[src/rtl/pipe_stage_reg.sv]
// Elastic pipeline register with a 2-entry skid buffer, valid/ready handshake and flush.
// Define PIPE_STAGE_DATA_RESET_EN to reset/flush-clear the ctrl/data storage registers.
module pipe_stage_reg #(
  parameter int unsigned CW = 8,
  parameter int unsigned DW = 101
) (
  input  logic          clk,
  input  logic          rst_n,
  input  logic          flush,
  input  logic          in_valid,
  output logic          in_ready,
  input  logic [CW-1:0] in_ctrl,
  input  logic [DW-1:0] in_data,
  output logic          out_valid,
  input  logic          out_ready,
  output logic [CW-1:0] out_ctrl,
  output logic [DW-1:0] out_data,
  output logic [1:0]    occupancy
);

  // Encoding doubles as the occupancy count.
  typedef enum logic [1:0] {
    StEmpty = 2'd0,
    StOne   = 2'd1,
    StFull  = 2'd2
  } state_e;

  state_e        state_q, state_d;
  logic [CW-1:0] main_ctrl_q, main_ctrl_d, skid_ctrl_q, skid_ctrl_d;
  logic [DW-1:0] main_data_q, main_data_d, skid_data_q, skid_data_d;
  logic          in_xfer, out_xfer;

  // Decoded from state only, so out_ready never reaches in_ready combinationally.
  assign in_ready  = (state_q != StFull);
  assign out_valid = (state_q != StEmpty);
  assign occupancy = state_q;
  assign out_ctrl  = out_valid ? main_ctrl_q : '0;
  assign out_data  = main_data_q;

  assign in_xfer  = in_valid & in_ready;
  assign out_xfer = out_valid & out_ready;

  always_comb begin
    state_d     = state_q;
    main_ctrl_d = main_ctrl_q;
    main_data_d = main_data_q;
    skid_ctrl_d = skid_ctrl_q;
    skid_data_d = skid_data_q;
    if (flush) begin
      state_d = StEmpty;
`ifdef PIPE_STAGE_DATA_RESET_EN
      main_ctrl_d = '0;
      main_data_d = '0;
      skid_ctrl_d = '0;
      skid_data_d = '0;
`endif
    end else begin
      unique case (state_q)
        StEmpty: begin
          if (in_xfer) begin
            state_d     = StOne;
            main_ctrl_d = in_ctrl;
            main_data_d = in_data;
          end
        end
        StOne: begin
          if (in_xfer && out_xfer) begin
            main_ctrl_d = in_ctrl;
            main_data_d = in_data;
          end else if (in_xfer) begin
            state_d     = StFull;
            skid_ctrl_d = in_ctrl;
            skid_data_d = in_data;
          end else if (out_xfer) begin
            state_d = StEmpty;
          end
        end
        StFull: begin
          if (out_xfer) begin
            state_d     = StOne;
            main_ctrl_d = skid_ctrl_q;
            main_data_d = skid_data_q;
          end
        end
        default: state_d = StEmpty;
      endcase
    end
  end

  always_ff @(posedge clk or negedge rst_n) begin
    if (!rst_n) begin
      state_q <= StEmpty;
    end else begin
      state_q <= state_d;
    end
  end

`ifdef PIPE_STAGE_DATA_RESET_EN
  always_ff @(posedge clk or negedge rst_n) begin
    if (!rst_n) begin
      main_ctrl_q <= '0;
      main_data_q <= '0;
      skid_ctrl_q <= '0;
      skid_data_q <= '0;
    end else begin
      main_ctrl_q <= main_ctrl_d;
      main_data_q <= main_data_d;
      skid_ctrl_q <= skid_ctrl_d;
      skid_data_q <= skid_data_d;
    end
  end
`else
  always_ff @(posedge clk) begin
    main_ctrl_q <= main_ctrl_d;
    main_data_q <= main_data_d;
    skid_ctrl_q <= skid_ctrl_d;
    skid_data_q <= skid_data_d;
  end
`endif

endmodule

[config.mk]
export PLATFORM = sky130hd
export DESIGN_NAME = pipe_stage_reg
export DESIGN_NICKNAME = d
export VERILOG_FILES = /design/src/rtl/pipe_stage_reg.sv
export SDC_FILE = /design/constraint.sdc
export NUM_CORES = 1
export LEC_CHECK = 0
export CORE_AREA = 3 3 107 160
export CTS_BUF_LIST = sky130_fd_sc_hd__clkbuf_8
export DETAILED_ROUTE_END_ITERATION = 12
export DIE_AREA = 0 0 110 163
export PLACE_DENSITY = 0.93
export SYNTH_ARGS = -nofsm -noshare
export SYNTH_HDL_FRONTEND = slang
export SYNTH_SLANG_ARGS = --single-unit
[constraint.sdc]
create_clock -name clk -period 17.65 [get_ports clk]
set_input_delay 5.295 -clock clk [delete_from_list [all_inputs] [get_ports clk]]
set_output_delay 5.295 -clock clk [all_outputs]
set_load 0.01 [all_outputs]
---- Yosys cells after proc, flatten, opt, wreduce, memory -nomap -nowiden ----
Index checks and enable logic that the tools add are counted.
Widths: inputs -> output; s select.
cells by class
  equal/unequal tests ..................... 10
  muxes and demuxes ....................... 16
  bitwise operators ....................... 4
  reduce and logical (&&, ||, !) cells .... 7
operators by type and width
  kind                number
  $mux 101            3
  $pmux 101 s3        1
  $mux 8              4
  $pmux 8 s3          1
  $mux 2              6
  $ne 3x3->1 const B  3
  $ne 2x2->1 const B  4
  $reduce_and 4->1    2
  $pmux 2 s3          1
  $reduce_and 5->1    1
  $ne 4x4->1 const B  1
  $reduce_bool 3->1   1
  $and 1x1->1         2
  $eq 2x1->1 const B  1
  $eq 2x2->1 const B  1
  $logic_not 2->1     1
  $not 1->1           2
  $reduce_bool 2->1   1
  $logic_and 1x1->1   1
word-level totals
  register bits after elaboration ......... 220
  logic and storage cells ................. 42

---- Depth between registers and ports, before layout ----
Gate-level depths: netlist of run 1.
  word-level depth ........................ 7
  gate-level depth with buffers ........... 5
  depth with buffers taken out ............ 3

---- Least setup slack after synthesis of run 1 ----
No wires, ideal clock.
  path type ............................... input-to-reg
  start point ............................. in in_valid
  end point ............................... reg skid_ctrl_q[0] (enable)
  library setup time ...................... 735 ps
  arrival time ............................ 13421 ps
  slack ................................... 3494 ps
  cell stages on the path ................. 2
  path buffers ............................ 0
  cell sequence ........................... nor2b_1 nor3b_1
between the ends
  cells in the longest elaborated chain, start to end .. 4
RTL lines
  what                          RTL line  source
  from (decl)                   10        input logic in_valid,
  $and 1x1->1 *                 40        assign in_xfer = in_valid & in_ready;
  $logic_and 1x1->1             67        if (in_xfer && out_xfer) begin
  $not 1->1 (no line)           --
  $reduce_and 4->1 (no line) *  --
  to (signal assigned)          116       skid_ctrl_q <= skid_ctrl_d;
  to (decl)                     29        logic [CW-1:0] main_ctrl_q, main_ctrl_d, skid_ctrl_q, skid_ctrl_d;
Mark *: on every way between the ends. The rest lies on a longest branch, timed or not.
A chain may end at the register's enable or synchronous reset.

---- Worst setup path after layout of run 1 ----
  start point ............................. reg state_q[1] (netlist: occupancy[1])
  end point ............................... out in_ready
between the ends
  cells in the longest elaborated chain, start to end .. 1
RTL lines
  what                    RTL line  source
  from (decl)             28        state_e state_q, state_d;
  from (signal assigned)  92        state_q <= StEmpty;
  from (signal assigned)  94        state_q <= state_d;
  $ne 2x2->1              34        assign in_ready = (state_q != StFull);
  to (decl)               11        output logic in_ready,
Every way passes these cells.

==> results of run 1 <==
-- state kept, by name, summed over array words and instances, names as in the netlist --
name	flops
main_ctrl_q	8
skid_data_q	101
out_data	101
skid_ctrl_q	8
occupancy	2
-- logic make-up (layout without fill, tap and decap cells) --
group	Yosys count	count (layout)	share of synthesized area [%]
AND/OR/NAND/NOR	17	17	1.35
buffers and inverters	14	288	2.62
multiplexers	109	109	18.3
flip-flops	220	220	77.5
AO/OA/AOI/OAI	3	3	0.191
-- cell usage after synthesis --
| cell | n |
|---|---|
| a21oi_1 | 2 |
| a31oi_1 | 1 |
| buf_12 | 10 |
| buf_4 | 2 |
| dfrtp_1 | 2 |
| edfxtp_1 | 218 |
| inv_1 | 2 |
| mux2_2 | 21 |
| mux2_4 | 88 |
| nand2_1 | 1 |
| nand2b_1 | 1 |
| nand3b_1 | 1 |
| nor2_1 | 1 |
| nor2b_1 | 9 |
| nor2b_4 | 1 |
| nor3_2 | 1 |
| nor3b_1 | 1 |
| or3_1 | 1 |
-- power groups by stage --
stage / combinational [mW] / sequential (mW) / clock, mW
2_1_floorplan: 0.0332 / 0.619 / 0
3_5_place_dp: 0.0992 / 0.611 / 0
3_3_place_gp: 0.0950 / 0.610 / 0
6_report: 0.0987 / 0.600 / 0.356
4_1_cts: 0.0997 / 0.600 / 0.366
5_1_grt: 0.104 / 0.601 / 0.392
-- metrics by stage --
stage / instances / cell area (sq um) / hold WS [ps]
2_1_floorplan: 363 / 8510 / 523
3_3_place_gp: 786 / 10900 / 530
3_5_place_dp: 786 / 10900 / 535
4_1_cts: 840 / 11400 / 548
5_1_grt: 840 / 11400 / 563
6_report: 840 / 11400 / 546
-- cells in the final DEF, fill, tap and decap left out --
| cell type | n |
|---|---|
| nor3b_2 | 1 |
| edfxtp_1 | 218 |
| buf_4 | 6 |
| a31oi_1 | 1 |
| a21oi_1 | 1 |
| nor2b_4 | 1 |
| nand2b_1 | 1 |
| nand2_1 | 1 |
| mux2_2 | 21 |
| mux2_4 | 88 |
| clkbuf_8 | 31 |
| nor2b_1 | 9 |
| clkdlybuf4s50_1 | 226 |
| nor2_1 | 1 |
| clkinv_2 | 5 |
| dfrtp_1 | 2 |
| nand3b_1 | 1 |
| bufinv_16 | 1 |
| nor3_2 | 1 |
| or3_1 | 1 |
| a21oi_4 | 1 |
| clkinv_1 | 10 |
| inv_1 | 9 |
-- area by class of cell --
class / instances / area [sq um] / area share (%)
Multi-Input combinational cell: 129 / 1710 / 14.9
Inverter: 2 / 7.51 / 0.0658
Clock buffer: 31 / 427 / 3.74
Tap cell: 203 / 254 / 2.22
Clock inverter: 23 / 119 / 1.04
Timing Repair Buffer: 232 / 2310 / 20.2
Sequential cell: 220 / 6600 / 57.8
-- how the worst min path moves through the flow --
| stage | slack, ps | endpoint |
|---|---|---|
| 2_1_floorplan | 520 | main_ctrl_q[7] |
| 3_3_place_gp | 530 | out_data[21] |
| 3_5_place_dp | 540 | out_data[18] |
| 4_1_cts | 550 | out_data[51] |
| 5_1_grt | 560 | out_data[40] |
| 6_report | 550 | out_data[78] |
-- metal layers --
metal	vias to the layer above	global-route usage, %	routed length [um]
met5	-	0	0
met1	2126	22.9	6110
li1	1946	-	-
met3	44	4.36	1190
met2	181	35.9	9870
met4	0	8.11	624
-- critical path: cells and delay by family, from the launching register on --
family / cells / cell delay [ps]
buffers and inverters: 3 / 1340
flip-flops: 1 / 440
AND/OR/NAND/NOR: 1 / 170
==> metrics.md, run 1 <==
| Metric | Value |
|---|---|
| H-tree depth | 1 |
| Final setup margin | 9870 ps |
| Synth warn | 0 |
| Synth cell types | 18 |
| Vias in the first global route | 4,818 |
| Combinational Power Share | 9.4% |
| F_max | 128 MHz |
| Starting density of the core | 54.0% |
| Minimum clock period | 7780 ps |
| Worst-path fanout max | 53 |
| Core area | 0.0158 sq mm |
| P_leak | 3.97 nW |
| Full die area | 0.0179 sq mm |
| Synth top area share | 76.9% |
| DP Wirelength | 12,500 um |
| Fin. max-slew vios | 0 |
| Flop pwr share | 56.9% |
| Share of post-route cells with drive strength above 1 | 24.5% |
| Vias | 4,297 |
| # resized after CTS | 0 |
| Vias per cell | 5.12 |
| Clock buffer depth | 3 |
| Initial antenna violation count | 0 |
| Psw | 0.221 mW |
| Startpoint Class | flop |
| Total GRT Usage | 20.1% |
| Min-delay src | skid_data_q[78] |
| Maximum vdd drop | 77.8 uV |
| # setup viols final | 0 |
| Final Cycle Share | 44.1% |
| Hold Buf Count CTS | 0 |
| Worst skew pair latency | 530 ps |
| Maximum Capacitance Violations | 0 |
| Reg2Reg Launch Point | occupancy[1] |
| RR Endpoint | out_data[85] |
| Ports | 227 |
| Drt first pass iters | 4 |
| Total Wirelength | 17,800 um |
| RSZ-0062 raised after global routing | false |
| CP required | 12,350 ps |
| Diodes inserted | 0 |
| Clock share of power | 33.7% |
| Die W | 110 um |
| Fillers | 943 |
| Hold crit path type | flop to flop |
| Die Height | 163 um |
| Placer Congestion | 0.761 |
| Synth Area per Inst | 23.4 sq um |
| Post-route total power | 1.05 mW |
| Post CTS Setup Buffer Count | 0 |
| Port Buf Inserts | 226 |
| Critical setup path kind | flop to output port |
| Wirelength per Cell | 21.2 um |
| Worst Hold Depth | 1 |
| Max stage delay on crit path | 700 ps |
| CP Cell Sequence | nor2b_4 > buf_4 > inv_1 > clkdlybuf4s50_1 |
| Reg2reg setup slack | 14,620 ps |
| Crit path arrival time | 2490 ps |
| Synth area leader | edfxtp_1 |
| Initial drt markers | 221 |
| Tightest Pin Transition | 1070 ps |
| Crit path from | occupancy[1] |
| Residual DRC count | 0 |
| Clock Tree Root | clkbuf_8 |
| Final ANT Viol Nets | 0 |
| Row cnt | 56 |
| Switching Share | 20.9% |
| Syn Inst Count | 363 |
| Final Hold Fails | 0 |
| Sink Count | 220 |
| Synth area leaders | edfxtp_1 (77%), mux2_4 (16%), mux2_2 (2.8%) |
| Slew headroom | 29.0% |
| TNS Setup | 0 ps |
| Worst setup path end | in_ready |
| Pwr Density | 92.3 mW/mm^2 |
| Reg2reg path depth | 4 |
| Status | complete, no violations |
| Crit path capture type | output port |
| Congestion Overflow GR | 0 |
| Syn Nets | 477 |
| CP max-delay cell | buf_4 |
| Clock skew | 7.67 ps |
| Area delta synth->final | 34.2% |
| Final #Nets | 730 |
| Pre-CTS setup slack | 9630 ps |
| Synthesized area | 0.00851 sq mm |
| Largest net degree at the start of global routing | 60 |
| Register area share after synthesis | 77.5% |
| Final core occ | 72.4% |
| First-pass GRT wire length | 27,100 um |
| CTS buffer count | 31 |
| Seq cells post-synth | 220 |
| Clock-pin slew on the worst setup and hold paths | 70 ps |
| Internal power | 0.834 mW |
| CTS tree | done |
Note: power is estimated with default switching activity, not from simulation.
==> inputs of run 2 (changes only) <==
==> config.mk (replaced) <==
export PLATFORM = sky130hd
export DESIGN_NAME = pipe_stage_reg
export DESIGN_NICKNAME = d
export VERILOG_FILES = /design/src/rtl/pipe_stage_reg.sv
export SDC_FILE = /design/constraint.sdc
export NUM_CORES = 1
export LEC_CHECK = 0
export CORE_AREA = 3 3 111 166
export CTS_BUF_LIST = sky130_fd_sc_hd__clkbuf_8
export DETAILED_ROUTE_END_ITERATION = 12
export DIE_AREA = 0 0 114 169
export PLACE_DENSITY = 0.87
export SYNTH_ARGS = -nofsm -noshare
export SYNTH_HDL_FRONTEND = slang
export SYNTH_SLANG_ARGS = --single-unit
==> constraint.sdc (replaced) <==
create_clock -name clk -period 7.2 [get_ports clk]
set_input_delay 2.16 -clock clk [delete_from_list [all_inputs] [get_ports clk]]
set_output_delay 2.16 -clock clk [all_outputs]
set_load 0.01 [all_outputs]
==> metrics.md, run 2 (synthesis results as in run 1) <==
| Metric | Value |
|---|---|
| Worst-path fanout max | 9 |
| Wirelength per Cell | 20.6 um |
| CP required | 5040 ps |
| Sink Count | 220 |
| Row cnt | 59 |
| Full die area | 0.0193 sq mm |
| Crit path capture type | output port |
| Total GRT Usage | 17.7% |
| Placer Congestion | 0.821 |
| DP Wirelength | 11,900 um |
| Post CTS Setup Buffer Count | 0 |
| Port Buf Inserts | 226 |
| Clock buffer depth | 3 |
| CTS tree | done |
| Vias | 4,214 |
| RSZ-0062 raised after global routing | false |
| Fin. max-slew vios | 0 |
| Reg2reg path depth | 4 |
| Area delta synth->final | 35.1% |
| Critical setup path kind | flop to output port |
| Clock Tree Root | clkbuf_8 |
| Levels on crit path | 3 |
| Hold crit path type | flop to flop |
| # resized after CTS | 0 |
| Tightest Pin Transition | 1070 ps |
| First-pass GRT wire length | 26,300 um |
| F_max | 217 MHz |
| Total Wirelength | 17,500 um |
| Die Height | 169 um |
| Worst Hold Depth | 1 |
| Buf+Inv Stages, Crit Path | 1 |
| Worst skew pair latency | 530 ps |
| Minimum clock period | 4610 ps |
| Clock skew | 10.4 ps |
| Final #Nets | 727 |
| Ports | 227 |
| Hold Buf Count CTS | 0 |
| Max stage delay on crit path | 800 ps |
| Initial drt markers | 213 |
| CP Cell Sequence | nor2_1 > nor2b_1 > clkdlybuf4s50_1 |
| Starting density of the core | 49.3% |
| Clock-pin slew on the worst setup and hold paths | 70 ps |
| Commonest non-fill, non-tap cell in the layout | clkdlybuf4s50_1 |
| Placed Instances | 794 |
| # setup viols final | 0 |
| Residual DRC count | 0 |
| Vias per cell | 4.96 |
| P_leak | 3.99 nW |
| Maximum vdd drop | 171 uV |
| Final Cycle Share | 64.1% |
| Maximum Capacitance Violations | 0 |
| Pwr Density | 231 mW/mm^2 |
| Share of post-route cells with drive strength above 1 | 24.6% |
| Startpoint Class | flop |
| Largest net degree at the start of global routing | 112 |
| CP max-delay cell | nor2_1 |
| Congestion Overflow GR | 0 |
| Die W | 114 um |
| Final Hold Fails | 0 |
| Slew headroom | 28.6% |
| Final ANT Viol Nets | 0 |
| Commonest cells after routing, fill and taps aside | clkdlybuf4s50_1 (226), edfxtp_1 (218), mux2_4 (88) |
| Core area | 0.0173 sq mm |
| Initial antenna violation count | 2 |
| TNS Setup | 0 ps |
| Status | complete, no violations |
| Vias in the first global route | 4,532 |
| H-tree depth | 1 |
| Non-Filler Instances | 849 |
| Crit path arrival time | 2450 ps |
| CTS buffer count | 30 |
| Drt first pass iters | 4 |
| Top Family by Delay on Critical Path | simple AND/OR/NAND/NOR gates |
run 2: cell types whose count changed in the layout (fill, tap and decap cells not counted), sizes merged:
cell / delta
buf: -2
bufinv: +2
clkinv: -2
diode: +2
inv: -1
run 2: worst paths after layout:
check                                     start           end  slack (ps)
worst max-delay path               occupancy[0]   out_ctrl[5]        2590
worst min-delay path            skid_data_q[43]  out_data[43]         540
worst max register to register     occupancy[1]  out_data[99]        4930
worst min register to register  skid_data_q[43]  out_data[43]         540
max in group asynchronous                 rst_n  occupancy[0]        5260
min in group asynchronous                 rst_n  occupancy[1]        1800
run 2: metal layers:
layer  global-route usage, %  vias to the layer above  part of all wire, %
li1                        -                     1941                    -
met1                    20.6                     2065                   36
met2                    31.2                      164                   54
met3                    3.40                       44                  5.3
met4                    8.48                        0                  4.2
met5                       0                        -                    0
run 2: where the power goes:
group	switching, mW	internal (mW)	leakage, nW
clock network	0.440	0.506	0.329
logic	0.0885	0.153	1.64
registers	0.0135	1.46	2.03
run 2: worst reg2reg max path, stage by stage (launching register included):
cell and delay, ps:
dfrtp_1 440, nor2b_1 240, nand2_1 150, a21oi_4 180, buf_4 760
run 2: final cells by class:
class	instances	area, sq um
sequential	220	6600
clock inverter	22	168
antenna	2	5.00
inverter	2	7.51
multi-input combinational	129	1710
fill	1153	5780
clock buffer	31	427
tap	213	267
timing repair buffer	230	2320
run 2: through the flow:
| step | hold slack [ps] | total power, mW | setup slack, ps | cell area, sq um | util [%] |
|---|---|---|---|---|---|
| 2_1_floorplan | 523 | 1.59 | 99.5 | 8520 | - |
| 3_3_place_gp | 530 | 1.73 | 2810 | 10900 | 63.1 |
| 3_5_place_dp | 531 | 1.74 | 2710 | 10900 | 63.1 |
| 4_1_cts | 547 | 2.69 | 2480 | 11500 | 66.5 |
| 5_1_grt | 553 | 2.76 | 2420 | 11500 | 66.6 |
| 6_report | 545 | 2.66 | 2590 | 11500 | 66.6 |
